$ cat src/rtl/infix_postfix_engine_if.sv
// Token stream interface for the infix-to-postfix engine.
// master drives infix tokens and output backpressure; slave is the engine.
interface infix_postfix_engine_if #(
    parameter int unsigned DATA_W = 8
);
    logic              IN_STB;
    logic [DATA_W-1:0] IN_DAT;
    logic              IN_LAST;
    logic              IN_ACK;
    logic              OUT_STB;
    logic [DATA_W-1:0] OUT_DAT;
    logic              OUT_ACK;
    logic              FINISHED_ACK;
    logic [1:0]        ERR;

    modport master (
        output IN_STB, IN_DAT, IN_LAST, OUT_ACK,
        input  IN_ACK, OUT_STB, OUT_DAT, FINISHED_ACK, ERR
    );

    modport slave (
        input  IN_STB, IN_DAT, IN_LAST, OUT_ACK,
        output IN_ACK, OUT_STB, OUT_DAT, FINISHED_ACK, ERR
    );
endinterface

$ cat src/rtl/infix_postfix_engine.sv
// Shunting-yard infix-to-postfix converter with an operator stack of DEPTH
// entries and a single registered output beat.
module infix_postfix_engine #(
    parameter int unsigned DATA_W = 8,
    parameter int unsigned DEPTH  = 16
) (
    input logic                CLK,
    input logic                RST,
    infix_postfix_engine_if.slave bus
);
    localparam int unsigned CW = $clog2(DEPTH + 1);
    localparam int unsigned IW = (DEPTH > 1) ? $clog2(DEPTH) : 1;

    localparam logic [DATA_W-1:0] TokLParen = DATA_W'(8'h28);
    localparam logic [DATA_W-1:0] TokRParen = DATA_W'(8'h29);
    localparam logic [DATA_W-1:0] TokMul    = DATA_W'(8'h2A);
    localparam logic [DATA_W-1:0] TokAdd    = DATA_W'(8'h2B);
    localparam logic [DATA_W-1:0] TokSub    = DATA_W'(8'h2D);
    localparam logic [DATA_W-1:0] TokDiv    = DATA_W'(8'h2F);

    typedef enum logic [2:0] {
        StAccept, StDrainPrec, StDrainParen, StFlush, StDone, StAbsorb
    } state_e;

    state_e            state_q, state_d;
    logic [DATA_W-1:0] stack_q [DEPTH];
    logic [CW-1:0]     cnt_q;
    logic [DATA_W-1:0] pend_q, pend_d;
    logic              last_q, last_d;
    logic [1:0]        err_q, err_d;
    logic              out_stb_q;
    logic [DATA_W-1:0] out_dat_q;

    logic              want_push, push, pop, clear, emit, push_last;
    logic              in_ack, fin, out_free, full, empty, xfer;
    logic [DATA_W-1:0] push_val, emit_val, top;
    logic [CW-1:0]     top_ptr;

    // '(' and operands rank 0, so any arithmetic operator outranks a '(' on the stack.
    function automatic logic [1:0] prec_of(input logic [DATA_W-1:0] tok);
        if (tok == TokMul || tok == TokDiv) return 2'd2;
        if (tok == TokAdd || tok == TokSub) return 2'd1;
        return 2'd0;
    endfunction

    assign top_ptr  = cnt_q - CW'(1);
    assign top      = stack_q[top_ptr[IW-1:0]];
    assign empty    = (cnt_q == '0);
    assign full     = (cnt_q == CW'(DEPTH));
    assign out_free = !out_stb_q || bus.OUT_ACK;
    assign xfer     = bus.IN_STB && in_ack;

    // Next-state, stack control and output-beat decisions.
    always_comb begin
        state_d   = state_q;
        pend_d    = pend_q;
        last_d    = last_q;
        err_d     = err_q;
        want_push = 1'b0;
        push      = 1'b0;
        pop       = 1'b0;
        clear     = 1'b0;
        push_val  = pend_q;
        push_last = last_q;
        emit      = 1'b0;
        emit_val  = top;
        in_ack    = 1'b0;
        fin       = 1'b0;
        unique case (state_q)
            StAccept: begin
                in_ack = out_free;
                if (xfer) begin
                    if (bus.IN_DAT == TokLParen) begin
                        want_push = 1'b1;
                        push_val  = bus.IN_DAT;
                        push_last = bus.IN_LAST;
                        state_d   = bus.IN_LAST ? StFlush : StAccept;
                    end else if (bus.IN_DAT == TokRParen) begin
                        last_d  = bus.IN_LAST;
                        state_d = StDrainParen;
                    end else if (prec_of(bus.IN_DAT) != 2'd0) begin
                        pend_d = bus.IN_DAT;
                        last_d = bus.IN_LAST;
                        if (empty || prec_of(top) < prec_of(bus.IN_DAT)) begin
                            want_push = 1'b1;
                            push_val  = bus.IN_DAT;
                            push_last = bus.IN_LAST;
                            state_d   = bus.IN_LAST ? StFlush : StAccept;
                        end else begin
                            state_d = StDrainPrec;
                        end
                    end else begin
                        emit     = 1'b1;
                        emit_val = bus.IN_DAT;
                        state_d  = bus.IN_LAST ? StFlush : StAccept;
                    end
                end
            end
            StDrainPrec: begin
                if (empty || prec_of(top) < prec_of(pend_q)) begin
                    want_push = 1'b1;
                    state_d   = last_q ? StFlush : StAccept;
                end else if (out_free) begin
                    pop  = 1'b1;
                    emit = 1'b1;
                end
            end
            StDrainParen: begin
                if (empty) begin
                    clear   = 1'b1;
                    err_d   = 2'd2;
                    state_d = last_q ? StDone : StAbsorb;
                end else if (top == TokLParen) begin
                    pop     = 1'b1;
                    state_d = last_q ? StFlush : StAccept;
                end else if (out_free) begin
                    pop  = 1'b1;
                    emit = 1'b1;
                end
            end
            StFlush: begin
                if (empty) begin
                    state_d = StDone;
                end else if (top == TokLParen) begin
                    // The expression is already complete, so report straight away.
                    clear   = 1'b1;
                    err_d   = 2'd3;
                    state_d = StDone;
                end else if (out_free) begin
                    pop  = 1'b1;
                    emit = 1'b1;
                end
            end
            StDone: begin
                if (!out_stb_q) begin
                    fin     = 1'b1;
                    err_d   = 2'd0;
                    last_d  = 1'b0;
                    state_d = StAccept;
                end
            end
            StAbsorb: begin
                in_ack = 1'b1;
                if (bus.IN_STB && bus.IN_LAST) state_d = StDone;
            end
            default: state_d = StAccept;
        endcase
        // A push into a full stack is dropped and aborts the expression.
        if (want_push) begin
            if (full) begin
                clear   = 1'b1;
                err_d   = 2'd1;
                state_d = push_last ? StDone : StAbsorb;
            end else begin
                push = 1'b1;
            end
        end
    end

    // Control state, stack pointer and output register.
    always_ff @(posedge CLK) begin
        if (RST) begin
            state_q   <= StAccept;
            cnt_q     <= '0;
            pend_q    <= '0;
            last_q    <= 1'b0;
            err_q     <= 2'd0;
            out_stb_q <= 1'b0;
            out_dat_q <= '0;
        end else begin
            state_q <= state_d;
            pend_q  <= pend_d;
            last_q  <= last_d;
            err_q   <= err_d;
            if (clear)     cnt_q <= '0;
            else if (push) cnt_q <= cnt_q + CW'(1);
            else if (pop)  cnt_q <= cnt_q - CW'(1);
            if (emit) begin
                out_stb_q <= 1'b1;
                out_dat_q <= emit_val;
            end else if (bus.OUT_ACK) begin
                out_stb_q <= 1'b0;
            end
        end
    end

    // Stack storage; contents beyond cnt_q are don't-care so no reset is needed.
    always_ff @(posedge CLK) begin
        if (push) stack_q[cnt_q[IW-1:0]] <= push_val;
    end

    assign bus.IN_ACK       = in_ack && !RST;
    assign bus.FINISHED_ACK = fin && !RST;
    assign bus.OUT_STB      = out_stb_q;
    assign bus.OUT_DAT      = out_dat_q;
    assign bus.ERR          = err_q;
endmodule

$ cat src/flat_wrapper.sv
// flat-port wrapper written by rule: the top's interface ports become plain ports
module infix_postfix_engine_flat 
#(
    parameter int unsigned DATA_W = 8,
    parameter int unsigned DEPTH  = 16
)
  (CLK, RST, bus_IN_STB, bus_IN_DAT, bus_IN_LAST, bus_OUT_ACK, bus_IN_ACK, bus_OUT_STB, bus_OUT_DAT, bus_FINISHED_ACK, bus_ERR);
  infix_postfix_engine_if #(.DATA_W(DATA_W)) bus_i ();
  input logic CLK;
  input logic RST;
  input wire logic [$bits(bus_i.IN_STB)-1:0] bus_IN_STB;
  input wire logic [$bits(bus_i.IN_DAT)-1:0] bus_IN_DAT;
  input wire logic [$bits(bus_i.IN_LAST)-1:0] bus_IN_LAST;
  input wire logic [$bits(bus_i.OUT_ACK)-1:0] bus_OUT_ACK;
  output wire logic [$bits(bus_i.IN_ACK)-1:0] bus_IN_ACK;
  output wire logic [$bits(bus_i.OUT_STB)-1:0] bus_OUT_STB;
  output wire logic [$bits(bus_i.OUT_DAT)-1:0] bus_OUT_DAT;
  output wire logic [$bits(bus_i.FINISHED_ACK)-1:0] bus_FINISHED_ACK;
  output wire logic [$bits(bus_i.ERR)-1:0] bus_ERR;
  assign bus_i.IN_STB = bus_IN_STB;
  assign bus_i.IN_DAT = bus_IN_DAT;
  assign bus_i.IN_LAST = bus_IN_LAST;
  assign bus_i.OUT_ACK = bus_OUT_ACK;
  assign bus_IN_ACK = bus_i.IN_ACK;
  assign bus_OUT_STB = bus_i.OUT_STB;
  assign bus_OUT_DAT = bus_i.OUT_DAT;
  assign bus_FINISHED_ACK = bus_i.FINISHED_ACK;
  assign bus_ERR = bus_i.ERR;
  infix_postfix_engine #(.DATA_W(DATA_W), .DEPTH(DEPTH)) u_core (.CLK(CLK), .RST(RST), .bus(bus_i));
endmodule
$ cat config.mk
export PLATFORM = sky130hd
export DESIGN_NAME = infix_postfix_engine_flat
export DESIGN_NICKNAME = d
export VERILOG_FILES = /design/src/rtl/infix_postfix_engine_if.sv /design/src/rtl/infix_postfix_engine.sv /design/src/flat_wrapper.sv
export SDC_FILE = /design/constraint.sdc
export NUM_CORES = 1
export LEC_CHECK = 0
export CAP_MARGIN = 15
export CORE_MARGIN = 1.5
export CORE_UTILIZATION = 55
export DETAILED_ROUTE_END_ITERATION = 10
export GPL_TIMING_DRIVEN = 1
export PLACE_DENSITY = 0.76
export SLEW_MARGIN = 20
export SYNTH_ARGS = -nofsm -noshare
export SYNTH_HDL_FRONTEND = slang
export SYNTH_SLANG_ARGS = --single-unit
export TNS_END_PERCENT = 5
$ cat constraint.sdc
create_clock -name CLK -period 6.7 [get_ports CLK]
set_clock_uncertainty 0.2 [all_clocks]
set_input_delay 1.34 -clock CLK [delete_from_list [all_inputs] [get_ports CLK]]
set_output_delay 1.34 -clock CLK [all_outputs]
set_load 0.02 [all_outputs]
==> impl_metrics.env, run 1 <==
export IMPL_status="completed"
export IMPL_worstHoldEndpoint="u_core.pend_q[7]"
export IMPL_reg2reg_from="u_core.cnt_q[1]"
export IMPL_synth_edff_count=128
export IMPL_path_clk_slew_ps=70
export IMPL_nFillCells=953
export IMPL_synthCells=544
export IMPL_htreeDepth=4
export IMPL_area_growth_pct=15.0
export IMPL_start_util=0.561
export IMPL_leakagePower_nw=3.02
export IMPL_fin_crit_sh=0.949
export IMPL_root_buffer="clkbuf_16"
export IMPL_grt_pass1_vias=4661
export IMPL_wirelength_um=16600
export IMPL_io_pins=26
export IMPL_slowest_stage="nor2_1"
export IMPL_power_density_nw_per_um2=386
export IMPL_setup_violations=0
export IMPL_synth_xor_area_frac=0.0282
export IMPL_die_h_um=119
export IMPL_avgSynthCellArea_sq_um=13.6
export IMPL_cp_start_kind="flop"
export IMPL_cts_hold_fix_buffers=0
export IMPL_power_mw=3.28
export IMPL_endpoint_kind="flop"
export IMPL_clk_path_buf_depth=2
export IMPL_routed_via_density=6.22
export IMPL_totalNegativeSetupSlack_ps=0
export IMPL_synthFlopType="edfxtp_1"
export IMPL_worstHoldPathType="reg -> reg"
export IMPL_r2r_end="u_core.stack_q[6][0]"
export IMPL_tritoncts="built"
export IMPL_holdCritStartpoint="u_core.pend_q[7]"
export IMPL_cp_startpoint="u_core.cnt_q[1]"
export IMPL_fin_crit_ps=6360
export IMPL_final_common_cell="edfxtp_1"
export IMPL_yosys_warnings=0
export IMPL_reg2reg_slack_ps=340
export IMPL_antenna_cells=0
export IMPL_muxShareOfSynthArea=0.150
export IMPL_async_flop_share=0
export IMPL_globalplace_congestion=0.915
export IMPL_layout_common_cells="128 x edfxtp_1, 59 x mux2i_1, 47 x nor2_1"
export IMPL_crit_buf_inv=3
export IMPL_dr_pass1_iters=6
export IMPL_drcViolationCount=0
export IMPL_synth_fa_ha_area_frac=0.0118
export IMPL_dr_total_vias=4786
export IMPL_cp_max_fo=8
export IMPL_io_buffer_count=25
export IMPL_cts_sinks=156
export IMPL_place_ws_ps=454
export IMPL_path_cells="inv_1 > ha_1 > xor2_2 > buf_4 > a2111oi_0 > a311oi_1 > nand4_1 > a21oi_1 > and3_1 > ha_1 > inv_1 > a41oi_1 > o21a_1 > o21a_1 > a211oi_1 > o41ai_4 > a21oi_2 > nand2_1 > nor2_1"
export IMPL_dieArea_sq_um=14200
export IMPL_core_area_sq_um=13200
export IMPL_fmax_ghz=0.157
export IMPL_gr_total_overflow=0
export IMPL_synth_seq_area_share=0.595
export IMPL_tightest_slew_ps=987
export IMPL_dp_hpwl_um=11400
export IMPL_crit_required_ps=6560
export IMPL_synthSimpleGateAreaFrac=0.103
export IMPL_insertion_delay_ps=430
export IMPL_syn_area_sq_um=7400
export IMPL_max_stage_delay_ps=660
export IMPL_die_w_um=119
export IMPL_hold_violations=0
export IMPL_setup_slack_ps=343
export IMPL_antenna_found_initial=0
export IMPL_wl_per_cell_um=21.6
export IMPL_rsz0062_at_grt="no"
export IMPL_fin_nets=600
export IMPL_grt_pass1_wl_um=26300
export IMPL_cap_violations=0
export IMPL_detail_route_antenna_nets=0
export IMPL_ys_ff_latch=156
export IMPL_slew_headroom=0.332
export IMPL_layout_core_utilization=0.646
export IMPL_cp_top_family="compound AO/OA/AOI/OAI gates"
export IMPL_drt_initial_drc_count=498
export IMPL_drive_gt1_frac=0.157
export IMPL_grt_max_degree=44
export IMPL_slew_violations=0
export IMPL_gr_usage_all_layers=0.249
export IMPL_crit_type="reg -> reg"
export IMPL_synth_cell_types=66
export IMPL_multi_input_area_sq_um=2810
export IMPL_ir_drop_v=0.000266
export IMPL_rr_worst_depth=19
export IMPL_crit_arrival_ps=6220
export IMPL_syn_nets=564
export IMPL_synth_compound_area_frac=0.0840
export IMPL_hold_path_depth=1
export IMPL_placementRows=42
export IMPL_numCtsBuffers=17
export IMPL_synth_top_family_by_area="multiplexers"
export IMPL_layout_area_seq_sq_um=4410
logic make-up (layout without fill, tap and decap cells):
logic type / Yosys count / in the layout
and+or+nand+nor: 151 / 151
muxes: 84 / 84
xor gates and xnor gates: 23 / 23
DFF: 156 / 156
AOI/OAI and AO/OA: 82 / 82
adders and majority gates: 7 / 7
buffers and inverters: 41 / 90
where the power goes:
group / internal (mW) / switching (mW) / leakage, nW
Combinational: 0.465 / 0.673 / 1.19
Sequential: 1.09 / 0.0466 / 1.52
Clock: 0.572 / 0.435 / 0.306
metal layers:
layer	track usage	vias to the layer above	part of all wire
li1	-	2158	-
met5	0	-	0
met3	0.0498	40	0.068
met4	0.0911	0	0.027
met2	0.401	221	0.49
met1	0.338	2367	0.41
sequential cells by signal (all words and copies together), names as in the netlist:
register / flops
u_core.bus.OUT_DAT: 8
u_core.state_q: 3
u_core.pend_q: 8
u_core.bus.ERR: 2
u_core.stack_q: 128
u_core.cnt_q: 5
u_core.bus.OUT_STB: 1
u_core.last_q: 1
area by class of cell:
class                      count  area share
clock buffer                  17      0.0500
inverter                      13     0.00573
clock inverter                15      0.0228
sequential                   156       0.517
timing repair buffer          45      0.0485
tap                          176      0.0259
multi-input combinational    347       0.330
metrics by stage:
step,std cells,hold slack (ps),area [sq um]
2_1_floorplan,544,245,7400
3_3_place_gp,737,267,7890
3_5_place_dp,737,283,7890
4_1_cts,769,301,8510
5_1_grt,769,308,8510
6_report,769,300,8510
cell usage after synthesis, types with 10 or more instances:
cell	count	area share
edfxtp_1	128	0.52
nor3_1	12	0.0081
mux2i_1	59	0.080
dfxtp_1	28	0.076
xnor2_1	11	0.013
nand2b_1	10	0.0085
a211oi_1	11	0.011
o21ai_0	13	0.0088
a21oi_1	14	0.0095
nand2_1	28	0.014
mux4_2	21	0.064
inv_1	12	0.0061
xor2_1	11	0.013
nor2_1	48	0.024
clkbuf_1	13	0.0066
worst max path at each step:
stage	to	depth (start not counted)
finish	u_core.stack_q[6][0]	19
global route	u_core.stack_q[6][0]	19
CTS	u_core.stack_q[6][0]	19
detailed placement	u_core.stack_q[6][0]	19
global placement	u_core.stack_q[7][3]	14
floorplan	u_core.stack_q[3][0]	23
what timing repair did:
| item | CTS | global route |
|---|---|---|
| resized for setup | 0 | 1 |
| endpoints found under the setup margin | 0 | 8 |
| buffers inserted | 0 | 0 |
No activity file was read; power rests on OpenSTA's default activity.
==> run 2: changes to the inputs <==
CAP_MARGIN = 20   (was 15)
CTS_BUF_LIST = sky130_fd_sc_hd__clkbuf_4   (was not set)
==> impl_metrics.env, run 2 (synthesis results as in run 1) <==
export IMPL_pwr_share_comb=0.393
export IMPL_dieArea_sq_um=14200
export IMPL_worstHoldEndpoint="u_core.pend_q[7]"
export IMPL_slowest_stage="nor2_1"
export IMPL_crit_type="reg -> reg"
export IMPL_seqPwrFrac=0.392
export IMPL_place_inst=737
export IMPL_fin_crit_sh=0.944
export IMPL_switching_share=0.379
export IMPL_worstHoldPathType="reg -> reg"
export IMPL_grt_max_degree=44
export IMPL_globalplace_congestion=0.915
export IMPL_cp_max_fo=8
export IMPL_tritoncts="built"
export IMPL_core_area_sq_um=13200
export IMPL_endpoint_kind="flop"
export IMPL_layout_cells_non_filler=770
export IMPL_grt_pass1_wl_um=25700
export IMPL_die_h_um=119
export IMPL_clk_path_buf_depth=2
export IMPL_root_buffer="clkbuf_4"
export IMPL_detail_route_antenna_nets=0
export IMPL_path_cells="inv_1 > ha_1 > xor2_2 > buf_4 > a2111oi_0 > a311oi_1 > nand4_1 > a21oi_1 > and3_1 > ha_1 > inv_1 > a41oi_1 > o21a_1 > o21a_1 > a211oi_1 > o41ai_4 > a21oi_2 > nand2_1 > nor2_1"
export IMPL_wirelength_um=16200
export IMPL_cap_violations=0
export IMPL_reg2reg_slack_ps=370
export IMPL_final_common_cell="edfxtp_1"
export IMPL_max_stage_delay_ps=640
export IMPL_cts_hold_fix_buffers=0
export IMPL_largest_reg_flops=128
export IMPL_hold_path_depth=1
export IMPL_p_int_mw=1.80
export IMPL_r2r_end="u_core.stack_q[5][4]"
export IMPL_crit_buf_inv=3
export IMPL_p_switching_mw=1.10
export IMPL_antenna_found_initial=1
export IMPL_fin_crit_ps=6330
export IMPL_cp_top_family="compound AO/OA/AOI/OAI gates"
export IMPL_holdCritStartpoint="u_core.pend_q[7]"
export IMPL_fin_nets=600
export IMPL_die_w_um=119
export IMPL_htreeDepth=4
export IMPL_clkPwrFrac=0.216
export IMPL_tightest_slew_ps=997
export IMPL_dr_pass1_iters=5
export IMPL_rr_worst_depth=19
export IMPL_layout_common_cells="128 x edfxtp_1, 59 x mux2i_1, 46 x nor2_1"
export IMPL_drcViolationCount=0
export IMPL_setup_violations=0
export IMPL_gr_usage_all_layers=0.245
export IMPL_fmax_ghz=0.158
export IMPL_start_util=0.561
export IMPL_cts_sinks=156
export IMPL_status="completed"
export IMPL_worst_path_stages=19
export IMPL_nFillCells=985
export IMPL_reg2reg_from="u_core.cnt_q[1]"
export IMPL_io_buffer_count=25
export IMPL_wl_per_cell_um=21.1
export IMPL_totalNegativeSetupSlack_ps=0
export IMPL_drive_gt1_frac=0.159
export IMPL_gr_total_overflow=0
export IMPL_crit_arrival_ps=6320
export IMPL_cp_start_kind="flop"
export IMPL_hold_violations=0
export IMPL_crit_required_ps=6700
export IMPL_rsz0062_at_grt="no"
export IMPL_dr_total_vias=4681
export IMPL_area_growth_pct=11.1
export IMPL_leakagePower_nw=2.89
export IMPL_placementRows=42
export IMPL_dp_hpwl_um=11400
export IMPL_drt_initial_drc_count=428
export IMPL_power_density_nw_per_um2=352
export IMPL_path_clk_slew_ps=150
export IMPL_slew_headroom=0.325
export IMPL_grt_pass1_vias=4655
export IMPL_numCtsBuffers=17
export IMPL_insertion_delay_ps=560
export IMPL_ir_drop_v=0.000228
export IMPL_slew_violations=0
export IMPL_routed_via_density=6.08
export IMPL_io_pins=26
## run 2: cell count changes in the layout (fill, tap and decap cells not counted)
cell | previous run | this run
clkbuf_4 | 0 | 17
nor2_1 | 47 | 46
diode_2 | 0 | 1
nor2_2 | 2 | 3
clkbuf_16 | 17 | 0
## run 2: worst reg2reg max path, stage by stage, from the launching register on
cell and delay [ps]:
dfxtp_1 510, inv_1 170, ha_1 310, xor2_2 440, buf_4 280, a2111oi_0 90
a311oi_1 440, nand4_1 220, a21oi_1 380, and3_1 270, ha_1 240, inv_1 140
a41oi_1 70, o21a_1 260, o21a_1 190, a211oi_1 340, o41ai_4 210, a21oi_2 390
nand2_1 180, nor2_1 640
## run 2: per-layer routing
metal / track usage / part of all wire
met1: 0.326 / 0.43
met2: 0.391 / 0.49
met3: 0.0508 / 0.058
met4: 0.111 / 0.026
met5: 0 / 0
## run 2: power by group through the flow
| stage | Sequential (mW) | Combinational, mW | Clock [mW] |
|---|---|---|---|
| final | 1.13 | 1.14 | 0.625 |
| after global routing | 1.14 | 1.22 | 0.676 |
| after CTS | 1.13 | 1.13 | 0.637 |
| after detailed placement | 1.16 | 1.12 | 0 |
| after global placement | 1.15 | 1.11 | 0 |
| after floorplan | 1.16 | 0.835 | 0 |
## run 2: area by class of cell
| class | instances | area [sq um] | area share |
|---|---|---|---|
| antenna | 1 | 2.50 | 0.000304 |
| clock buffer | 17 | 128 | 0.0155 |
| clock inverter | 15 | 194 | 0.0236 |
| inverter | 13 | 48.8 | 0.00594 |
| multi-input combinational | 347 | 2810 | 0.342 |
| sequential | 156 | 4410 | 0.536 |
| tap | 176 | 220 | 0.0268 |
| timing repair buffer | 45 | 413 | 0.0502 |
## run 2: per-stage QoR
stage	power [mW]	setup WS [ps]	utilization	instance area (sq um)	hold slack (ps)
after floorplan	1.99	668	-	7400	245
after global placement	2.27	694	0.598	7890	267
after detailed placement	2.28	454	0.598	7890	283
after CTS	2.90	408	0.623	8210	311
after global routing	3.04	19.6	0.623	8220	318
final	2.90	373	0.623	8220	310
## run 2: worst max-delay path by stage
stage	slack, ps	to	from
4_1_cts	410	u_core.stack_q[6][0]	u_core.cnt_q[1]
3_3_place_gp	690	u_core.stack_q[7][3]	bus_IN_DAT[4]
3_5_place_dp	450	u_core.stack_q[6][0]	u_core.cnt_q[1]
2_1_floorplan	670	u_core.stack_q[3][0]	u_core.cnt_q[0]
5_1_grt	20	u_core.stack_q[5][4]	u_core.cnt_q[1]
6_report	370	u_core.stack_q[5][4]	u_core.cnt_q[1]
## run 2: repair_timing
| item | in CTS | in global routing |
|---|---|---|
| resized for setup | 0 | 2 |
| setup buffers | 0 | 0 |
| endpoints found under the setup margin | 0 | 16 |
==> run 3: changes to the inputs <==
CELL_PAD_IN_SITES_DETAIL_PLACEMENT = 1   (was not set)
CELL_PAD_IN_SITES_GLOBAL_PLACEMENT = 1   (was not set)
CORE_UTILIZATION = 53   (was 55)
PLACE_DENSITY = 0.85   (was 0.76)
==> impl_metrics.env, run 3 (synthesis results as in run 1) <==
export IMPL_hold_violations=0
export IMPL_slew_headroom=0.252
export IMPL_drt_initial_drc_count=483
export IMPL_largest_reg_flops=128
export IMPL_wl_per_cell_um=24.8
export IMPL_dr_total_vias=4867
export IMPL_routed_via_density=6.30
export IMPL_fin_crit_sh=0.958
export IMPL_root_buffer="clkbuf_4"
export IMPL_leakagePower_nw=2.87
export IMPL_numCtsBuffers=17
export IMPL_antenna_found_initial=1
export IMPL_cts_sinks=156
export IMPL_gr_total_overflow=0
export IMPL_cts_setup_buffers=0
export IMPL_endpoint_kind="flop"
export IMPL_crit_end="u_core.stack_q[13][2]"
export IMPL_gr_usage_all_layers=0.275
export IMPL_insertion_delay_ps=570
export IMPL_grt_max_degree=44
export IMPL_drive_gt1_frac=0.167
export IMPL_cp_startpoint="u_core.cnt_q[1]"
export IMPL_dr_pass1_iters=5
export IMPL_layout_common_cells="128 x edfxtp_1, 59 x mux2i_1, 41 x nor2_1"
export IMPL_place_ws_ps=121
export IMPL_cts_hold_fix_buffers=0
export IMPL_reg2reg_slack_ps=280
export IMPL_reg2reg_from="u_core.cnt_q[1]"
export IMPL_grt_pass1_vias=4990
export IMPL_nFillCells=1365
export IMPL_crit_type="reg -> reg"
export IMPL_clk_path_buf_depth=2
export IMPL_power_density_nw_per_um2=358
export IMPL_post_dp_cell_area_sq_um=7880
export IMPL_ir_drop_v=0.000190
export IMPL_slew_violations=0
export IMPL_die_h_um=121
export IMPL_dieArea_sq_um=14700
export IMPL_io_pins=26
export IMPL_drcViolationCount=0
export IMPL_stdcell_area_sq_um=8240
export IMPL_status="completed"
export IMPL_tightest_slew_ps=1120
export IMPL_cp_start_kind="flop"
export IMPL_area_growth_pct=11.3
export IMPL_core_area_sq_um=13800
export IMPL_cp_max_fo=43
export IMPL_io_buffer_count=25
export IMPL_detail_route_antenna_nets=0
export IMPL_setup_violations=0
export IMPL_rr_worst_depth=19
export IMPL_path_clk_slew_ps=150
export IMPL_globalplace_congestion=0.891
export IMPL_crit_required_ps=6720
export IMPL_fin_nets=599
export IMPL_grt_pass1_wl_um=29200
export IMPL_r2r_end="u_core.stack_q[13][2]"
export IMPL_rsz0062_at_grt="no"
export IMPL_final_common_cell="edfxtp_1"
export IMPL_dp_hpwl_um=13400
export IMPL_placementRows=43
export IMPL_fmax_ghz=0.156
export IMPL_fin_crit_ps=6420
export IMPL_htreeDepth=4
export IMPL_die_w_um=121
export IMPL_cap_violations=0
export IMPL_tritoncts="built"
export IMPL_totalNegativeSetupSlack_ps=0
export IMPL_layout_core_utilization=0.598
export IMPL_wirelength_um=19100
export IMPL_start_util=0.538
export IMPL_crit_arrival_ps=6440
export IMPL_worstHoldPathType="reg -> reg"
export IMPL_setup_slack_ps=282
[run 3: report_power, final]
group	internal (mW)	switching, mW
Sequential	1.09	0.0435
Combinational	0.471	0.741
Clock	0.212	0.396
Total	1.77	1.18
[run 3: worst min-delay path by stage]
stage                                start          endpoint  slack (ps)  cells past startpoint
after global routing      u_core.pend_q[6]  u_core.pend_q[6]         320                      1
final                     u_core.pend_q[6]  u_core.pend_q[6]         320                      1
after detailed placement  u_core.pend_q[6]  u_core.pend_q[6]         290                      1
after global placement    u_core.pend_q[7]  u_core.pend_q[7]         260                      1
after floorplan           u_core.pend_q[4]  u_core.pend_q[4]         250                      1
after CTS                 u_core.pend_q[6]  u_core.pend_q[6]         310                      1
[run 3: per-stage QoR]
step / cells / hold WS, ps / power (mW)
2_1_floorplan: 544 / 245 / 1.99
6_report: 773 / 316 / 2.95
3_5_place_dp: 740 / 287 / 2.33
5_1_grt: 773 / 325 / 3.08
4_1_cts: 772 / 313 / 2.93
3_3_place_gp: 740 / 264 / 2.28
[run 3: repair_timing]
item,CTS,global route
gates resized for setup,0,9
hold endpoints to repair,0,0
setup endpoints to repair,0,72
[run 3: worst max-delay path: stages (launching register included)]
cell and delay, ps:
dfxtp_1 540, inv_1 180, ha_2 380, buf_6 370, mux2i_1 320, mux4_2 350
nand2_1 110, mux2_2 300, a21oi_1 340, and3_1 270, ha_1 240, inv_1 130
a41oi_1 60, o21a_1 250, o21a_1 190, a211oi_1 350, o41ai_4 200, a21oi_2 470
nand2_1 290, nor2_2 480
[run 3: layer usage]
metal / GRT usage / vias up / wire (um)
met5: 0 / - / 0
met4: 0.0963 / 0 / 517
met3: 0.0630 / 43 / 1160
met2: 0.450 / 202 / 9520
met1: 0.362 / 2466 / 7950
li1: - / 2156 / -
[run 3: area by class of cell]
| type | count | area, sq um | share of cell area |
|---|---|---|---|
| Antenna cell | 1 | 2.50 | 0.000304 |
| Clock buffer | 17 | 128 | 0.0155 |
| Clock inverter | 15 | 194 | 0.0235 |
| Inverter | 13 | 48.8 | 0.00592 |
| Multi-Input combinational cell | 347 | 2840 | 0.345 |
| Sequential cell | 156 | 4410 | 0.535 |
| Tap cell | 180 | 225 | 0.0273 |
| Timing Repair Buffer | 44 | 397 | 0.0481 |
